==> src/rtl/text_console_ctrl_if.sv <==
// Character-stream, GPU-control and framebuffer-port signals of the text
// console controller, bundled so the controller and its environment share
// one connection point.
interface text_console_ctrl_if;
  // character stream
  logic        chValid;
  logic [7:0]  chData;
  logic        chReady;
  logic [2:0]  fgColor;
  logic [2:0]  bgColor;
  // status
  logic        busy;
  logic [5:0]  cursorCol;
  logic [4:0]  cursorRow;
  // GPU character renderer control
  logic [7:0]  gpuX;
  logic [8:0]  gpuY;
  logic [6:0]  gpuChar;
  logic [2:0]  gpuColor;
  logic        gpuDrawChar;
  logic        gpuDrawBox;
  logic [7:0]  gpuXMax;
  logic [8:0]  gpuYMax;
  logic        gpuDone;
  // GPU pixel write port (into the controller's mux)
  logic        gpuWriteMem;
  logic [2:0]  gpuWriteData;
  logic [16:0] gpuWriteAddress;
  // shared framebuffer write port
  logic        fbWrite;
  logic [2:0]  fbData;
  logic [16:0] fbAddress;

  // controller side
  modport slave (
    input  chValid, chData, fgColor, bgColor,
           gpuDone, gpuWriteMem, gpuWriteData, gpuWriteAddress,
    output chReady, busy, cursorCol, cursorRow,
           gpuX, gpuY, gpuChar, gpuColor, gpuDrawChar, gpuDrawBox, gpuXMax, gpuYMax,
           fbWrite, fbData, fbAddress
  );

  // environment side (character source, GPU, framebuffer)
  modport master (
    output chValid, chData, fgColor, bgColor,
           gpuDone, gpuWriteMem, gpuWriteData, gpuWriteAddress,
    input  chReady, busy, cursorCol, cursorRow,
           gpuX, gpuY, gpuChar, gpuColor, gpuDrawChar, gpuDrawBox, gpuXMax, gpuYMax,
           fbWrite, fbData, fbAddress
  );
endinterface

==> src/rtl/text_console_ctrl.sv <==
// Text console controller: buffers character codes in a small FIFO, tracks
// the text cursor, fills cell/row/screen backgrounds on the framebuffer port
// and hands printable glyphs to the GPU renderer. Its own fill writes and the
// GPU's pixel writes share one framebuffer write port.
module text_console_ctrl #(
  parameter int COLS       = 40,
  parameter int ROWS       = 24,
  parameter int FIFO_DEPTH = 8
) (
  input  logic            clk50,
  input  logic            reset,
  text_console_ctrl_if.slave bus
);

  localparam int AW = $clog2(FIFO_DEPTH);

  // screen extents in pixels (6x10 cells) and last cursor positions
  localparam logic [7:0] SCR_X1   = 8'(COLS * 6 - 1);
  localparam logic [8:0] SCR_Y1   = 9'(ROWS * 10 - 1);
  localparam logic [5:0] COL_LAST = 6'(COLS - 1);
  localparam logic [4:0] ROW_LAST = 5'(ROWS - 1);

  localparam logic [2:0] IDLE   = 3'd0;
  localparam logic [2:0] DECODE = 3'd1;
  localparam logic [2:0] FILL   = 3'd2;
  localparam logic [2:0] ISSUE  = 3'd3;
  localparam logic [2:0] WAIT   = 3'd4;
  localparam logic [2:0] ADV    = 3'd5;

  // popped code together with the colours valid at pop time
  typedef struct packed {
    logic [7:0] code;
    logic [2:0] fg;
    logic [2:0] bg;
  } charLatch_t;

  logic [2:0]  state;
  charLatch_t  lat;

  // cursor in cells plus its pixel origin, kept in step without a multiplier
  logic [5:0]  col;
  logic [4:0]  row;
  logic [7:0]  cellX;
  logic [8:0]  cellY;

  // fill rectangle walker; fy0 is not needed after the start pixel is loaded
  logic [7:0]  fx, fx0, fx1;
  logic [8:0]  fy, fy1;
  logic        fillToIssue;

  // registered GPU draw parameters, stable from ISSUE through WAIT
  logic [7:0]  drawX;
  logic [8:0]  drawY;
  logic [6:0]  drawChar;
  logic [2:0]  drawColor;

  logic [7:0]  fifoMem [FIFO_DEPTH];
  logic [AW:0] wrPtr, rdPtr;
  logic        fifoEmpty, fifoFull, push, pop;

  logic        isPrint, rowWrap;
  logic [4:0]  nextRow;
  logic [8:0]  nextCellY;

  // pointers carry one extra wrap bit so full and empty are distinguishable
  assign fifoEmpty = (wrPtr == rdPtr);
  assign fifoFull  = (wrPtr[AW] != rdPtr[AW]) && (wrPtr[AW-1:0] == rdPtr[AW-1:0]);
  assign push      = bus.chValid && !fifoFull;
  assign pop       = (state == IDLE) && !fifoEmpty;

  // FIFO storage; contents are don't-care until written
  always_ff @(posedge clk50) begin
    if (push) fifoMem[wrPtr[AW-1:0]] <= bus.chData;
  end

  // FIFO pointers; a push into a full FIFO is dropped even if a pop happens
  always_ff @(posedge clk50 or posedge reset) begin
    if (reset) begin
      wrPtr <= '0;
      rdPtr <= '0;
    end else begin
      if (push) wrPtr <= wrPtr + 1'b1;
      if (pop)  rdPtr <= rdPtr + 1'b1;
    end
  end

  // code class and the cursor position a row advance would land on
  always_comb begin
    isPrint   = (lat.code >= 8'h20) && (lat.code <= 8'h7E);
    rowWrap   = (row == ROW_LAST);
    nextRow   = rowWrap ? 5'd0 : row + 5'd1;
    nextCellY = rowWrap ? 9'd0 : cellY + 9'd10;
  end

  // control sequencer: pop, decode, fill, draw handshake, cursor advance
  always_ff @(posedge clk50 or posedge reset) begin
    if (reset) begin
      state       <= IDLE;
      lat         <= '0;
      col         <= '0;
      row         <= '0;
      cellX       <= '0;
      cellY       <= '0;
      fx          <= '0;
      fx0         <= '0;
      fx1         <= '0;
      fy          <= '0;
      fy1         <= '0;
      fillToIssue <= 1'b0;
      drawX       <= '0;
      drawY       <= '0;
      drawChar    <= '0;
      drawColor   <= '0;
    end else begin
      case (state)
        IDLE: begin
          if (!fifoEmpty) begin
            lat   <= '{code: fifoMem[rdPtr[AW-1:0]], fg: bus.fgColor, bg: bus.bgColor};
            state <= DECODE;
          end
        end

        DECODE: begin
          if (isPrint) begin
            // clear the cell, then draw the glyph on top of it
            fx          <= cellX;
            fx0         <= cellX;
            fx1         <= cellX + 8'd5;
            fy          <= cellY;
            fy1         <= cellY + 9'd9;
            fillToIssue <= 1'b1;
            drawX       <= cellX;
            drawY       <= cellY;
            drawChar    <= lat.code[6:0];
            drawColor   <= lat.fg;
            state       <= FILL;
          end else begin
            case (lat.code)
              8'h0A: begin
                // line feed: column home, next row, clear that row
                col         <= '0;
                cellX       <= '0;
                row         <= nextRow;
                cellY       <= nextCellY;
                fx          <= '0;
                fx0         <= '0;
                fx1         <= SCR_X1;
                fy          <= nextCellY;
                fy1         <= nextCellY + 9'd9;
                fillToIssue <= 1'b0;
                state       <= FILL;
              end
              8'h0D: begin
                col   <= '0;
                cellX <= '0;
                state <= IDLE;
              end
              8'h08: begin
                // backspace erases the cell it steps back onto
                if (col != 6'd0) begin
                  col         <= col - 6'd1;
                  cellX       <= cellX - 8'd6;
                  fx          <= cellX - 8'd6;
                  fx0         <= cellX - 8'd6;
                  fx1         <= cellX - 8'd1;
                  fy          <= cellY;
                  fy1         <= cellY + 9'd9;
                  fillToIssue <= 1'b0;
                  state       <= FILL;
                end else begin
                  state <= IDLE;
                end
              end
              8'h0C: begin
                // form feed: clear everything and home the cursor
                col         <= '0;
                row         <= '0;
                cellX       <= '0;
                cellY       <= '0;
                fx          <= '0;
                fx0         <= '0;
                fx1         <= SCR_X1;
                fy          <= '0;
                fy1         <= SCR_Y1;
                fillToIssue <= 1'b0;
                state       <= FILL;
              end
              default: state <= IDLE;
            endcase
          end
        end

        FILL: begin
          // one pixel per cycle, row-major over the rectangle
          if (fx == fx1) begin
            fx <= fx0;
            if (fy == fy1) state <= fillToIssue ? ISSUE : IDLE;
            else           fy    <= fy + 9'd1;
          end else begin
            fx <= fx + 8'd1;
          end
        end

        ISSUE: state <= WAIT;

        WAIT: begin
          if (bus.gpuDone) state <= ADV;
        end

        ADV: begin
          if (col == COL_LAST) begin
            // wrap to the next row and clear it before accepting more input
            col         <= '0;
            cellX       <= '0;
            row         <= nextRow;
            cellY       <= nextCellY;
            fx          <= '0;
            fx0         <= '0;
            fx1         <= SCR_X1;
            fy          <= nextCellY;
            fy1         <= nextCellY + 9'd9;
            fillToIssue <= 1'b0;
            state       <= FILL;
          end else begin
            col   <= col + 6'd1;
            cellX <= cellX + 8'd6;
            state <= IDLE;
          end
        end

        default: state <= IDLE;
      endcase
    end
  end

  // status, GPU control and framebuffer port mux
  always_comb begin
    bus.chReady     = !fifoFull;
    bus.busy        = !fifoEmpty || (state != IDLE);
    bus.cursorCol   = col;
    bus.cursorRow   = row;
    bus.gpuX        = drawX;
    bus.gpuY        = drawY;
    bus.gpuChar     = drawChar;
    bus.gpuColor    = drawColor;
    bus.gpuDrawChar = (state == ISSUE);
    bus.gpuDrawBox  = 1'b0;
    bus.gpuXMax     = '0;
    bus.gpuYMax     = '0;
    // the GPU cannot be drawing during FILL, so the controller owns the port
    if (state == FILL) begin
      bus.fbWrite   = 1'b1;
      bus.fbData    = lat.bg;
      bus.fbAddress = {fy, fx};
    end else begin
      bus.fbWrite   = bus.gpuWriteMem;
      bus.fbData    = bus.gpuWriteData;
      bus.fbAddress = bus.gpuWriteAddress;
    end
  end

endmodule

==> src/flat_wrapper.sv <==
// flat-port wrapper written by rule: the top's interface ports become plain ports
module text_console_ctrl_flat 
#(
  parameter int COLS       = 40,
  parameter int ROWS       = 24,
  parameter int FIFO_DEPTH = 8
)
  (clk50, reset, bus_chValid, bus_chData, bus_fgColor, bus_bgColor, bus_gpuDone, bus_gpuWriteMem, bus_gpuWriteData, bus_gpuWriteAddress, bus_chReady, bus_busy, bus_cursorCol, bus_cursorRow, bus_gpuX, bus_gpuY, bus_gpuChar, bus_gpuColor, bus_gpuDrawChar, bus_gpuDrawBox, bus_gpuXMax, bus_gpuYMax, bus_fbWrite, bus_fbData, bus_fbAddress);
  text_console_ctrl_if bus_i ();
  input  logic clk50;
  input  logic reset;
  input wire logic [$bits(bus_i.chValid)-1:0] bus_chValid;
  input wire logic [$bits(bus_i.chData)-1:0] bus_chData;
  input wire logic [$bits(bus_i.fgColor)-1:0] bus_fgColor;
  input wire logic [$bits(bus_i.bgColor)-1:0] bus_bgColor;
  input wire logic [$bits(bus_i.gpuDone)-1:0] bus_gpuDone;
  input wire logic [$bits(bus_i.gpuWriteMem)-1:0] bus_gpuWriteMem;
  input wire logic [$bits(bus_i.gpuWriteData)-1:0] bus_gpuWriteData;
  input wire logic [$bits(bus_i.gpuWriteAddress)-1:0] bus_gpuWriteAddress;
  output wire logic [$bits(bus_i.chReady)-1:0] bus_chReady;
  output wire logic [$bits(bus_i.busy)-1:0] bus_busy;
  output wire logic [$bits(bus_i.cursorCol)-1:0] bus_cursorCol;
  output wire logic [$bits(bus_i.cursorRow)-1:0] bus_cursorRow;
  output wire logic [$bits(bus_i.gpuX)-1:0] bus_gpuX;
  output wire logic [$bits(bus_i.gpuY)-1:0] bus_gpuY;
  output wire logic [$bits(bus_i.gpuChar)-1:0] bus_gpuChar;
  output wire logic [$bits(bus_i.gpuColor)-1:0] bus_gpuColor;
  output wire logic [$bits(bus_i.gpuDrawChar)-1:0] bus_gpuDrawChar;
  output wire logic [$bits(bus_i.gpuDrawBox)-1:0] bus_gpuDrawBox;
  output wire logic [$bits(bus_i.gpuXMax)-1:0] bus_gpuXMax;
  output wire logic [$bits(bus_i.gpuYMax)-1:0] bus_gpuYMax;
  output wire logic [$bits(bus_i.fbWrite)-1:0] bus_fbWrite;
  output wire logic [$bits(bus_i.fbData)-1:0] bus_fbData;
  output wire logic [$bits(bus_i.fbAddress)-1:0] bus_fbAddress;
  assign bus_i.chValid = bus_chValid;
  assign bus_i.chData = bus_chData;
  assign bus_i.fgColor = bus_fgColor;
  assign bus_i.bgColor = bus_bgColor;
  assign bus_i.gpuDone = bus_gpuDone;
  assign bus_i.gpuWriteMem = bus_gpuWriteMem;
  assign bus_i.gpuWriteData = bus_gpuWriteData;
  assign bus_i.gpuWriteAddress = bus_gpuWriteAddress;
  assign bus_chReady = bus_i.chReady;
  assign bus_busy = bus_i.busy;
  assign bus_cursorCol = bus_i.cursorCol;
  assign bus_cursorRow = bus_i.cursorRow;
  assign bus_gpuX = bus_i.gpuX;
  assign bus_gpuY = bus_i.gpuY;
  assign bus_gpuChar = bus_i.gpuChar;
  assign bus_gpuColor = bus_i.gpuColor;
  assign bus_gpuDrawChar = bus_i.gpuDrawChar;
  assign bus_gpuDrawBox = bus_i.gpuDrawBox;
  assign bus_gpuXMax = bus_i.gpuXMax;
  assign bus_gpuYMax = bus_i.gpuYMax;
  assign bus_fbWrite = bus_i.fbWrite;
  assign bus_fbData = bus_i.fbData;
  assign bus_fbAddress = bus_i.fbAddress;
  text_console_ctrl #(.COLS(COLS), .ROWS(ROWS), .FIFO_DEPTH(FIFO_DEPTH)) u_core (.clk50(clk50), .reset(reset), .bus(bus_i));
endmodule
==> config.mk <==
export PLATFORM = sky130hd
export DESIGN_NAME = text_console_ctrl_flat
export DESIGN_NICKNAME = d
export VERILOG_FILES = /design/src/rtl/text_console_ctrl_if.sv /design/src/rtl/text_console_ctrl.sv /design/src/flat_wrapper.sv
export SDC_FILE = /design/constraint.sdc
export NUM_CORES = 1
export LEC_CHECK = 0
export CAP_MARGIN = 15
export CORE_AREA = 5 5 176 178
export CTS_BUF_LIST = sky130_fd_sc_hd__clkbuf_16
export DETAILED_ROUTE_END_ITERATION = 10
export DIE_AREA = 0 0 181 183
export PLACE_DENSITY_LB_ADDON = 0.15
export SLEW_MARGIN = 20
export SYNTH_ARGS = -nofsm -noshare
export SYNTH_HDL_FRONTEND = slang
export SYNTH_SLANG_ARGS = --single-unit
==> constraint.sdc <==
create_clock -name clk50 -period 4.6 [get_ports clk50]
set_clock_uncertainty 0.05 [all_clocks]
set_input_delay 0.92 -clock clk50 [delete_from_list [all_inputs] [get_ports clk50]]
set_output_delay 0.92 -clock clk50 [all_outputs]
set_load 0.02 [all_outputs]
# Word-level counts from Yosys, hierarchy flattened
# Memory sizes are Yosys's and may differ from the RTL's. A register that Yosys moved wholly into a read port is not among the register bits.
# Index checks and enable logic that the tools add are counted.
# W data, S select, Z words.
dict set report op_classes {
  n_addsub 14
  multipliers 0
  div_mod_pow 0
  order_cmp 2
  eq_ne 29
  n_shift 0
  n_mux 62
  bitwise_logic 1
  reduce_logical 23
}
# cell count
set op_table {}
lappend op_table {{$pmux W8 S2} 6}
lappend op_table {{$mux W9} 10}
lappend op_table {{$pmux W9 S3} 3}
lappend op_table {{$mux W8} 9}
lappend op_table {{$pmux W9 S2} 3}
lappend op_table {{$eq A8 B4 Y1 const B} 4}
lappend op_table {{$add A9 B4 Y9 const B} 3}
lappend op_table {{$pmux W6 S2} 2}
lappend op_table {{$pmux W8 S3} 1}
lappend op_table {{$reduce_and A4 Y1} 6}
lappend op_table {{$pmux W5 S2} 2}
lappend op_table {{$mux W3} 6}
lappend op_table {{$mux W6} 3}
lappend op_table {{$pmux W3 S6} 1}
lappend op_table {{$mux W17} 1}
lappend op_table {{$add A8 B3 Y8 const B} 2}
lappend op_table {{$mux W5} 3}
lappend op_table {{$add A9 B1 Y9 const B} 1}
lappend op_table {{$eq A9 B9 Y1} 1}
lappend op_table {{$add A4 B1 Y4 const B} 2}
lappend op_table {{$add A8 B1 Y8 const B} 1}
lappend op_table {{$eq A8 B8 Y1} 1}
lappend op_table {{$ge A8 B6 Y1 const B} 1}
lappend op_table {{$le A8 B7 Y1 const B} 1}
lappend op_table {{other kinds (35)} 58}
dict set report word_totals {
  ff_bits 115
  latchBits 0
  ramBits 64
  mem_bits_ro 0
  out_inout_bits 80
  wordCells 151
  memories 1
}
# memory depth width read_ports rd_clocked_by_memory_dff wr line
set mem_list {}
lappend mem_list {u_core.fifoMem 8 8 1 1 1 text_console_ctrl.sv:57} ;# logic [7:0] fifoMem [FIFO_DEPTH];

# Logic depth before layout (Yosys ltp)
dict set report depth {
  ltp_word 6
  depth_mapped 10
}

# Least setup slack after synthesis
# No wires, ideal clock.
dict set report synth_timing {
  path_type {register to output}
  start {register u_core.state[2]}
  end {output port bus_fbAddress[2]}
  t_arrival_ns 1.841
  required_time_ns 3.630
  slack_ns 1.789
  path_stages_with_launch 7
  path_buffers 3
  path_cell_list {dfrtp_1 clkbuf_1 nor3b_1 clkbuf_1 buf_1 nand2_1 nand2_1}
}
dict set report synth_between {
  elab_chain_len 2
}
# item line
set synth_lines {}
lappend synth_lines {{from (decl)} text_console_ctrl.sv:37} ;# logic [2:0] state;
lappend synth_lines {{from (signal assigned)} text_console_ctrl.sv:197} ;# if (fy == fy1) state <= fillToIssue ? ISSUE : IDLE;
lappend synth_lines {{$eq A3 B2 Y1} text_console_ctrl.sv:251} ;# if (state == FILL) begin
lappend synth_lines {{$mux W17} text_console_ctrl.sv:251}
lappend synth_lines {{to (decl)} flat_wrapper.sv:34} ;# output wire logic [$bits(bus_i.fbAddress)-1:0] bus_fbAddress;
# Every way passes these cells.

# Worst setup path in the final report
dict set report layout_timing {
  start {register u_core.state[2]}
  end {output port bus_fbAddress[11]}
}
# The elaborated chain is that of the path after synthesis.

==> results.ini <==
[floorplanning]
die_y_um = 183
fp.dieW_um = 181
row_count = 63
start_util_pct = 34.3
die_area_um2 = 33100
ioPinCount = 119
coreArea_um2 = 29200

[global_routing]
grt_max_degree = 64
grt_pass1_wl_mm = 41.5
antenna_found_initial = 0
grt_pass1_vias = 7083
grt_util_all_layers_pct = 15.7
overflow = 0

[sta]
slew_headroom_pct = 28.6
period_share_pct = 80.9
rsz0062_at_grt = no
fmax_ghz = 0.269
setup_violations = 0
post-route-min-period_ns = 3.72
slew_viol_final = 0
worst_pin_slew_ns = 1.07
hold_viol_final = 0
setup_tns_ns = 0

[synthesis]
synth_area_um2 = 10000
synth_enable_flop_cells = 64
synth-async-reset-ratio_pct = 65.4
yosys_warnings = 0
synth_seq_area_share_pct = 49.3
synth_ff_type = dfrtp_1
synthCells = 950
ys_ff_latch = 185
synth_cell_type_count = 80
syn_avg_cell_area_um2 = 10.6

[power_and_ir_drop]
p_sw_share_pct = 42.8
p_leak_uw = 0.00474
comb_power_share_pct = 46.5
seq_power_share_pct = 34.9
peakVddDrop_v = 0.000265
intPower_uw = 4710
powerDensity_nw_per_um2 = 692
power_frac_clock_pct = 18.6
power_switching_uw = 3520

[routing]
drc = 0
drtIter0Drc = 426
vias_per_cell = 5.15
wirelength_mm = 25.9
drt-pass1-iter-count = 5
via_count = 7314
ant_nets = 0
post_drt_wl_per_cell_um = 18.3

[final_layout]
design_area_um2 = 11900
instances_no_fill = 1421
fin_nets = 1070
drive_gt1_share_pct = 12.3
diodes = 0
areaGrowthSynthToFinish_pct = 18.7
final_util_pct = 40.7

[cts]
post_cts_resized = 0
cts-buffers-inserted = 17
path_clk_slew_ns = 0.08
cts_tree = yes
htreeDepth = 4
root_buffer = clkbuf_16
cts.sinks = 185
clock_latency_ns = 0.44
cts_setup_buffers = 0
clockBufferDepth = 2
postCtsHoldBufs = 0

[min_path]
hp-class = reg -> reg

[placed_design]
port_buffers = 99
post-dp-hpwl_mm = 18.2
gp_congestion = 0.864
placed_cells = 1389
dpl_cell_area_um2 = 11300

[setup_path]
cp_data_arrival_time_ns = 2.75
start_kind = register
cpMostUsedCell = nand2_1
worst_ep_required_time_ns = 3.63
end_kind = output port
critPathMaxStageDelay_ns = 0.74
path_max_fanout = 37
critical_path_class = reg -> out
path_cells = or3b_2 -> nand2_1 -> nand2_1 -> clkdlybuf4s50_1
cpMaxStageDelayCell = dfrtp_1

[outcome]
outcome = finished clean

[job]
max_cap_violations = 0

power groups by stage:
stage                     Clock (µW)  Combinational, µW  Sequential [µW]
after CTS                       1570               3870             2880
after global routing            1640               4210             2970
after global placement             0               3840             2900
after detailed placement           0               3860             2910
after floorplan                    0               2880             2700
final                           1530               3830             2880
registers in the layout, summed over array words and instances, names as in the netlist, 8 cells and up:
name	count
u_core.fifoMem	64
u_core.lat	14
u_core.bus.gpuY	9
u_core.cellY	9
u_core.fy1	9
u_core.fy	9
u_core.fx0	8
u_core.fx1	8
u_core.fx	8
logic make-up after synthesis:
kind of cell               synth area share (%)
AOI/OAI and AO/OA                          13.6
xor gates and xnor gates                   5.33
adders and majority gates                  1.62
buffers and inverters                      4.69
DFF                                        49.3
muxes                                      10.2
other                                    0.0374
and+or+nand+nor                            15.2
through the flow:
step           power, µW  worst slack, ns  hold WS [ns]
2_1_floorplan       5580            0.416         0.388
3_3_place_gp        6750             1.36         0.404
3_5_place_dp        6770             1.31         0.408
4_1_cts             8330            0.831         0.425
5_1_grt             8820            0.688         0.443
6_report            8240            0.880         0.426
Yosys cell counts, drive strengths merged (5+ instances only):
cell / number / share of area, %
o22ai: 16 / 1.1
nand2b: 11 / 0.69
nand2: 148 / 5.5
xnor2: 37 / 3.2
nand3: 28 / 1.4
buf: 45 / 2.9
clkbuf: 37 / 1.4
a211oi: 6 / 0.50
mux2i: 16 / 1.6
nand4: 7 / 0.44
a21oi: 35 / 1.9
nor2: 53 / 2.0
and2: 6 / 0.37
nor3: 21 / 1.2
nor3b: 6 / 0.45
inv: 11 / 0.41
edfxtp: 64 / 19
nor4: 5 / 0.31
mux2: 42 / 5.0
dfrtp: 121 / 30
and3: 9 / 0.56
mux4: 16 / 3.6
o21ai: 56 / 2.9
a221oi: 8 / 0.70
ha: 13 / 1.6
xor2: 24 / 2.1
a31oi: 11 / 0.84
o31ai: 12 / 0.90
a21o: 7 / 0.52
critical path, delay by kind of cell, from the launching register on:
family        cells  cell delay, ns
flops             1            0.74
buf+inv           1            0.60
simple gates      3            0.96
routing by layer:
metal | global-route usage [%] | vias to the layer above | part of all wire [%]
met5 | 0 | - | 0
met4 | 4.23 | 0 | 1.2
met3 | 2.46 | 21 | 3.9
met2 | 26.0 | 175 | 48
met1 | 21.6 | 3566 | 47
li1 | - | 3552 | -
placed cells by master, fill, tap and decap left out, drive strengths merged, types with 5 or more instances in the layout:
| master | instances |
|---|---|
| conb | 19 |
| o31ai | 12 |
| nor3 | 21 |
| nand4 | 7 |
| a31oi | 11 |
| mux2 | 42 |
| buf | 14 |
| and3 | 9 |
| nor2 | 53 |
| and2 | 6 |
| clkbuf | 17 |
| a21oi | 35 |
| xnor2 | 37 |
| ha | 13 |
| a221oi | 8 |
| nor3b | 6 |
| mux4 | 16 |
| nand2b | 11 |
| clkdlybuf4s50 | 99 |
| inv | 19 |
| clkinv | 6 |
| a211oi | 6 |
| o22ai | 16 |
| a21o | 7 |
| nand2 | 148 |
| o21ai | 56 |
| nor4 | 5 |
| xor2 | 24 |
| mux2i | 16 |
| nand3 | 28 |
| edfxtp | 64 |
| dfrtp | 121 |
layout make-up:
cell class	count	area, µm²
sequential	185	4950
clock buffer	17	425
multi-input combinational	690	4690
tap	390	488
fill	2841	17300
clock inverter	15	203
inverter	11	43.8
timing repair buffer	113	1110
path summary, 6_finish.rpt:
check,slack (ns),end,from,cells past startpoint
setup / recovery,0.88,bus_fbAddress[11],u_core.state[2]$_DFFE_PP0P_,4
hold / removal,0.43,u_core.fx0[1]$_DFFE_PP0P_,u_core.fx0[1]$_DFFE_PP0P_,2
max in group asynchronous,2.77,u_core.bus.gpuY[5]$_DFFE_PP0P_,reset,3
setup reg to reg,1.60,u_core.fy[7]$_DFFE_PP0P_,u_core.state[2]$_DFFE_PP0P_,5
hold reg to reg,0.43,u_core.fx0[1]$_DFFE_PP0P_,u_core.fx0[1]$_DFFE_PP0P_,2
min in group asynchronous,0.94,u_core.bus.gpuColor[2]$_DFFE_PP0P_,reset,2
Power figures use the tool's default switching activity.
